### config.mk
export PLATFORM = sky130hd
export DESIGN_NAME = rgu_pixel_scheduler
export DESIGN_NICKNAME = d
export VERILOG_FILES = /design/src/rtl/rgu_pixel_scheduler.sv
export SDC_FILE = /design/constraint.sdc
export NUM_CORES = 1
export LEC_CHECK = 0
export CAP_MARGIN = 20
export CORE_ASPECT_RATIO = 1.5
export CORE_MARGIN = 5
export CORE_UTILIZATION = 55
export CTS_CLUSTER_DIAMETER = 100
export DETAILED_ROUTE_END_ITERATION = 10
export GPL_TIMING_DRIVEN = 0
export PLACE_DENSITY = 0.87
export REMOVE_ABC_BUFFERS = 1
export SYNTH_ARGS = -nofsm -noshare
export SYNTH_HDL_FRONTEND = slang
export SYNTH_SLANG_ARGS = --single-unit
### constraint.sdc
create_clock -name iClock -period 7.2 [get_ports iClock]
set_input_delay 0.72 -clock iClock [delete_from_list [all_inputs] [get_ports iClock]]
set_output_delay 0.72 -clock iClock [all_outputs]
set_load 0.01 [all_outputs]
### src/rtl/rgu_pixel_scheduler.sv
// rtl/rgu_pixel_scheduler.sv - frame sequencer that loads pixel X/Y into the RGU and runs its program per pixel
module rgu_pixel_scheduler #(
  parameter int         DATA_W           = 32,
  parameter int         RES_W            = 16,
  parameter logic [4:0] REG_X_ADDR       = 5'd0,
  parameter logic [4:0] REG_Y_ADDR       = 5'd1,
  parameter int         PROG_LEN         = 27,
  parameter int         DRAIN_CYC        = 2,
  parameter int         PUSHES_PER_PIXEL = 3
) (
  input  logic              iClock,
  input  logic              iReset,
  input  logic              iStart,
  input  logic [RES_W-1:0]  iResX,
  input  logic [RES_W-1:0]  iResY,
  input  logic [7:0]        iFifoFreeSlots,
  input  logic              iRguFifoPush,
  output logic              oRguEnable,
  output logic              oRguUartSelected,
  output logic              oRguUartWrite,
  output logic [7:0]        oRguUartAddr,
  output logic [DATA_W-1:0] oRguUartData,
  output logic [RES_W-1:0]  oPixelX,
  output logic [RES_W-1:0]  oPixelY,
  output logic              oBusy,
  output logic              oDone,
  output logic              oError
);

  // One counter serves both the RUN window and the DRAIN window, so size it for the longer one.
  localparam int CYC_W = (PROG_LEN > DRAIN_CYC) ? $clog2(PROG_LEN + 1) : $clog2(DRAIN_CYC + 1);

  localparam logic [CYC_W-1:0] RUN_LAST   = CYC_W'(PROG_LEN - 1);
  localparam logic [CYC_W-1:0] DRAIN_LAST = CYC_W'(DRAIN_CYC - 1);
  localparam logic [7:0]       PUSH_EXP   = 8'(PUSHES_PER_PIXEL);
  localparam logic [7:0]       PUSH_MAX   = 8'hFF;

  typedef enum logic [2:0] {
    S_IDLE,
    S_LOAD_X,
    S_LOAD_Y,
    S_WAIT_SPACE,
    S_RUN,
    S_DRAIN,
    S_NEXT,
    S_DONE
  } state_e;

  state_e             state_q, state_d;
  logic [RES_W-1:0]   res_x_q, res_x_d;
  logic [RES_W-1:0]   res_y_q, res_y_d;
  logic [RES_W-1:0]   x_q, x_d;
  logic [RES_W-1:0]   y_q, y_d;
  logic [CYC_W-1:0]   cyc_q, cyc_d;
  logic [7:0]         push_q, push_d;
  logic               error_q, error_d;

  logic               last_x;
  logic               last_y;
  logic               counting;

  assign last_x   = (x_q == res_x_q - RES_W'(1));
  assign last_y   = (y_q == res_y_q - RES_W'(1));
  // Pushes that arrive while the program runs or while the pipeline drains belong to this pixel.
  assign counting = (state_q == S_RUN) || (state_q == S_DRAIN);

  // State and datapath registers; reset returns to IDLE with every counter and flag cleared.
  always_ff @(posedge iClock) begin
    if (iReset) begin
      state_q <= S_IDLE;
      res_x_q <= '0;
      res_y_q <= '0;
      x_q     <= '0;
      y_q     <= '0;
      cyc_q   <= '0;
      push_q  <= '0;
      error_q <= 1'b0;
    end else begin
      state_q <= state_d;
      res_x_q <= res_x_d;
      res_y_q <= res_y_d;
      x_q     <= x_d;
      y_q     <= y_d;
      cyc_q   <= cyc_d;
      push_q  <= push_d;
      error_q <= error_d;
    end
  end

  // Next-state logic: frame setup, per-pixel load/run/drain sequence and raster advance.
  always_comb begin
    state_d = state_q;
    res_x_d = res_x_q;
    res_y_d = res_y_q;
    x_d     = x_q;
    y_d     = y_q;
    cyc_d   = cyc_q;
    push_d  = push_q;
    error_d = error_q;

    if (counting && iRguFifoPush && (push_q != PUSH_MAX)) begin
      push_d = push_q + 8'd1;
    end

    case (state_q)
      S_IDLE: begin
        if (iStart) begin
          res_x_d = iResX;
          res_y_d = iResY;
          x_d     = '0;
          y_d     = '0;
          error_d = 1'b0;
          if ((iResX == '0) || (iResY == '0)) begin
            state_d = S_DONE;
          end else begin
            state_d = S_LOAD_X;
          end
        end
      end

      S_LOAD_X: begin
        state_d = S_LOAD_Y;
      end

      S_LOAD_Y: begin
        state_d = S_WAIT_SPACE;
      end

      // The RGU cannot be stalled once enabled, so room for every push is reserved up front.
      S_WAIT_SPACE: begin
        if (iFifoFreeSlots >= PUSH_EXP) begin
          cyc_d   = '0;
          push_d  = '0;
          state_d = S_RUN;
        end
      end

      S_RUN: begin
        if (cyc_q == RUN_LAST) begin
          cyc_d   = '0;
          state_d = S_DRAIN;
        end else begin
          cyc_d = cyc_q + CYC_W'(1);
        end
      end

      S_DRAIN: begin
        if (cyc_q == DRAIN_LAST) begin
          cyc_d   = '0;
          state_d = S_NEXT;
        end else begin
          cyc_d = cyc_q + CYC_W'(1);
        end
      end

      // A wrong push count is flagged but the frame keeps going.
      S_NEXT: begin
        if (push_q != PUSH_EXP) begin
          error_d = 1'b1;
        end
        if (last_x) begin
          x_d = '0;
          if (last_y) begin
            state_d = S_DONE;
          end else begin
            y_d     = y_q + RES_W'(1);
            state_d = S_LOAD_X;
          end
        end else begin
          x_d     = x_q + RES_W'(1);
          state_d = S_LOAD_X;
        end
      end

      S_DONE: begin
        state_d = S_IDLE;
      end

      default: begin
        state_d = S_IDLE;
      end
    endcase
  end

  // Outputs decode straight from the registered state so they are all quiet in IDLE.
  always_comb begin
    oRguEnable       = 1'b0;
    oRguUartSelected = 1'b0;
    oRguUartWrite    = 1'b0;
    oRguUartAddr     = 8'd0;
    oRguUartData     = '0;

    case (state_q)
      S_LOAD_X: begin
        oRguUartSelected = 1'b1;
        oRguUartWrite    = 1'b1;
        oRguUartAddr     = {3'b000, REG_X_ADDR};
        oRguUartData     = DATA_W'(x_q);
      end
      S_LOAD_Y: begin
        oRguUartSelected = 1'b1;
        oRguUartWrite    = 1'b1;
        oRguUartAddr     = {3'b000, REG_Y_ADDR};
        oRguUartData     = DATA_W'(y_q);
      end
      S_RUN: begin
        oRguEnable = 1'b1;
      end
      default: begin
        oRguEnable = 1'b0;
      end
    endcase
  end

  assign oPixelX = x_q;
  assign oPixelY = y_q;
  assign oBusy   = (state_q != S_IDLE);
  assign oDone   = (state_q == S_DONE);
  assign oError  = error_q;

endmodule

* Word-level counts from Yosys, hierarchy flattened
Index checks and enable logic that the tools add are counted.
Storage, ports and cells: flip-flop bits (word level) 81, output and inout port bits 78, word-level logic and storage cells 80
Operators by class: add/sub/neg operators 6, order comparisons 1, equality and inequality tests 20, multiplexer cells 28, reductions and logical operators 17
Operators by type and width (count):
- 16-bit one-hot mux with 2 select lines | 3
- 16-bit two-way mux | 4
- 16-bit by 1-bit adder with 16-bit output (second input constant) | 2
- 16-bit equality test | 2
- 16-bit logical NOT | 2
- 16-bit by 1-bit subtractor with 16-bit output (second input constant) | 2
- 8-bit two-way mux | 3
- 3-bit one-hot mux with 8 select lines | 1
- 3-bit two-way mux | 7
- 5-bit two-way mux | 3
- 5-bit one-hot mux with 3 select lines | 1
- 3-bit equality test (second input constant) | 4
- 2-bit != test (second input constant) | 5
- 8-bit by 1-bit adder with 8-bit output (second input constant) | 1
- 8-bit by 2-bit greater-or-equal comparator with 1-bit output (second input constant) | 1
- 8-bit by 2-bit != test with 1-bit output (second input constant) | 1
- 8-bit != test (second input constant) | 1
- 4-bit AND reduction | 2
- 3-bit by 2-bit equality test with 1-bit output (second input constant) | 2
- 2-bit AND reduction | 3
- 3-bit nonzero test | 2
- 5-bit by 1-bit adder with 5-bit output (second input constant) | 1
- 5-bit by 1-bit equality test with 1-bit output (second input constant) | 1
- 5-bit equality test (second input constant) | 1
- other kinds (10) | 17

* Logic depth before layout (Yosys ltp)
depth in word-level cells 7, depth in mapped cells 11

* Worst setup path after synthesis
Ideal clock, no wire load.
path type register -> register, from register res_x_q[0], to register y_q[10] (netlist: oPixelY[10]), setup time 70 ps, arrival 3076 ps, setup slack 4054 ps, cell stages (with the launch flop) 12, cell sequence dfxtp_1 -> inv_1 -> ha_1 -> or4bb_1 -> a211oi_1 -> nand4_1 -> or4b_4 -> nor4_4 -> a21oi_2 -> buf_2 -> or3_1 -> a21oi_1
Between the ends: longest elaborated chain between the ends 4
RTL lines:
- from (decl) | line 50 | logic [RES_W-1:0] res_x_q, res_x_d;
- from (signal assigned) | line 80 | res_x_q <= res_x_d;
- 16-bit by 1-bit subtractor with 16-bit output | line 62 | assign last_x = (x_q == res_x_q - RES_W'(1));
- 16-bit equality test | line 62
- 2-bit != test (no line)
- 4-bit AND reduction (no line)
- to (signal assigned) | line 83 | y_q <= y_d;
- to (decl) | line 53 | logic [RES_W-1:0] y_q, y_d;
No other way between the ends. A chain may end at the register's enable or synchronous reset.

* Worst setup path after layout
from register res_x_q[0], to register y_q[13] (netlist: oPixelY[13])
Same word-level chain as after synthesis.

==> summary.txt <==
status: complete, no violations
Worst-path clk slew: 60 ps
Psw: 0.716 mW
Detailed Place HPWL: 11.1 mm
I/O pin total: 122
startpoint type of the worst setup path: register
area of the multi-input gates: 0.00323 sq mm
Post-synth ARST share: 0%
Starting DRT DRC Count: 423
largest family of logic cells by synthesized area: simple AND/OR/NAND/NOR gates
post-synthesis mux area share: 1.16%
number of synthesized flops with an enable pin: 0
Tightest Pin Transition: 936 ps
RSZ-0062 raised after global routing: no
CP Max Fanout: 27
Placed Instances: 835
TritonCTS clock tree: built
Synth Instances: 669
critical path class: register to register
Initial Utilization: 56.1%
pwr/cell area: 289 mW/mm^2
Final ANT Viol Nets: 0
DRC: 0
synth unique cells: 61
Post-Synth Adder-Cell Area: 1.94%
largest net degree at the start of global routing: 41
most frequent cells in the layout: 97 x clkdlybuf4s50_1, 94 x nand2_1, 81 x dfxtp_1
via count: 5306
Final Max Slew Viols: 0
die area: 0.0115 sq mm
syn_area_per_cell: 7.72 sq um
pre-CTS setup slack: 3060 ps
worst hold margin: 473 ps
leakage power: 2.35 nW
first-pass GRT wire length: 23.6 mm
antenna violations before repair: 0
GPL Wtd Cong: 0.875
Sw Share: 38.5%
Sequential Power Share: 31.4%
total track usage: 25.7%
grt ovf: 0
drt via density: 6.21
HP Class: register to register
CTS Buffer Depth: 2
Hold Vio Cnt, Final: 0
final wirelength: 14.9 mm
Clk network pwr share: 27.2%
Cell Area, Synth: 0.00516 sq mm
Port Buf Inserts: 98
Max Freq: 238 MHz
CP arrival: 4470 ps
Die Wd: 89.1 um
Rows: 43
Area growth syn-to-layout: 24.4%
Tmin final: 4200 ps
core area: 0.00920 sq mm
setup TNS: 0 ps
Num CTS Buffers: 9
Die H: 129 um
skew final: 6.46 ps
Ant. Diodes: 0
power share of the combinational group: 41.4%
most common cell after layout, fill and taps aside: clkdlybuf4s50_1
Internal Pwr Total: 1.14 mW
post-CTS setup buffer count: 0
Required @ worst endpoint: 7460 ps
hold buffers post-CTS: 0
simple-gate area share of the yosys netlist: 29.4%
worst skew pair latency: 340 ps
layout cells sized above 1: 4.85%
cts repair resizes: 0
DR WL/cell: 17.5 um
fin nets: 789
Slew HR: 37.6%
final cell count without fillers: 854
Main synth FF type: dfxtp_1
Synth Area in Compound Gates: 19.6%
CTS root buffer: clkbuf_16
final setup fails: 0
H-tree depth: 3
CTS sink cnt: 81
register area share after synthesis: 31.4%
max_cap viols: 0
FF+latch area: 0.00162 sq mm
Yosys reg bits: 81
vias in the first global route: 4964
Max IR drop VDD: 0.000254 V
Syn. warnings: 0
post-synthesis xor/xnor area fraction: 8.65%
final worst-path cycle share: 58.4%
Filler cells: 740
drt first pass iters: 5
setup ws final: 3000 ps
post-route core utilization: 69.8%
Critical Path End Type: register
[logic make-up (layout without fill, tap and decap cells)]
kind of cell | count (synthesis) | after routing
adder cells (fa/ha/maj) | 8 | 8
AO/OA/AOI/OAI | 155 | 155
buffers and inverters | 79 | 130
AND/OR/NAND/NOR | 288 | 288
XOR/XNOR | 51 | 51
multiplexers | 6 | 6
other | 1 | 23
flip-flops | 81 | 81
[layer usage]
layer	part of all wire, %	GRT usage, %	vias up
li1	-	-	2534
met1	38	29.4	2507
met2	52	46.5	219
met3	6.0	4.16	46
met4	3.5	9.82	0
met5	0	0	-
[registers in the layout, summed over array words and instances (netlist names)]
signal,flops
oPixelX,16
oPixelY,16
res_x_q,16
res_y_q,16
push_q,8
cyc_q,5
state_q,3
oError,1
[worst max-delay path: stages (launching register included)]
cell and delay (ps):
dfxtp_1 360, inv_1 90, ha_1 260, or4bb_1 510, a211oi_1 320, nand4_1 120
or4b_4 560, nor4_4 670, a21oi_2 420, or4_1 640, a21oi_1 150
[synth_stat cells, types with 10 or more instances]
library cell	n	share of area [%]
xnor2_1	21	3.6
nand4_1	14	1.7
nand2_1	94	6.8
nand3_1	20	1.9
a311oi_1	14	2.4
or3_1	21	2.5
nor4_1	17	2.1
o31ai_1	11	1.6
nor3_1	17	1.6
buf_4	24	3.5
clkbuf_1	40	2.9
inv_1	10	0.73
nor2_1	38	2.8
a22o_1	16	2.7
a21oi_1	65	6.3
dfxtp_1	81	31
or4_1	13	1.9
and3_1	19	2.3
o21ai_0	14	1.4
xor2_1	30	5.1
[power groups by stage]
| stage | clock (mW) | sequential, mW | combinational, mW |
|---|---|---|---|
| 5_1_grt | 0.529 | 0.593 | 0.844 |
| 2_1_floorplan | 0 | 0.569 | 0.526 |
| 6_report | 0.506 | 0.583 | 0.770 |
| 3_5_place_dp | 0 | 0.591 | 0.738 |
| 4_1_cts | 0.509 | 0.581 | 0.749 |
| 3_3_place_gp | 0 | 0.585 | 0.693 |
[path summary, 6_finish.rpt]
check | from | end | slack, ps | cells past startpoint
hold / removal | res_x_q[15] | res_x_q[15] | 470 | 2
setup reg to reg | res_x_q[0] | oPixelY[13] | 3000 | 10
setup / recovery | res_x_q[0] | oPixelY[13] | 3000 | 10
hold reg to reg | res_x_q[15] | res_x_q[15] | 470 | 2
[per-stage QoR]
stage	power [mW]	cell area, sq um
floorplan	1.10	4880
global placement	1.28	6010
detailed placement	1.33	6060
CTS	1.84	6390
global route	1.97	6430
finish	1.86	6430
[area by class of cell]
class | instances | area share (%)
clock buffer | 12 | 3.99
clock inverter | 4 | 1.15
inverter | 10 | 0.584
multi-input combinational | 531 | 50.3
sequential | 81 | 25.2
tap | 112 | 2.18
timing repair buffer | 104 | 16.6
Power figures use the tool's default switching activity.
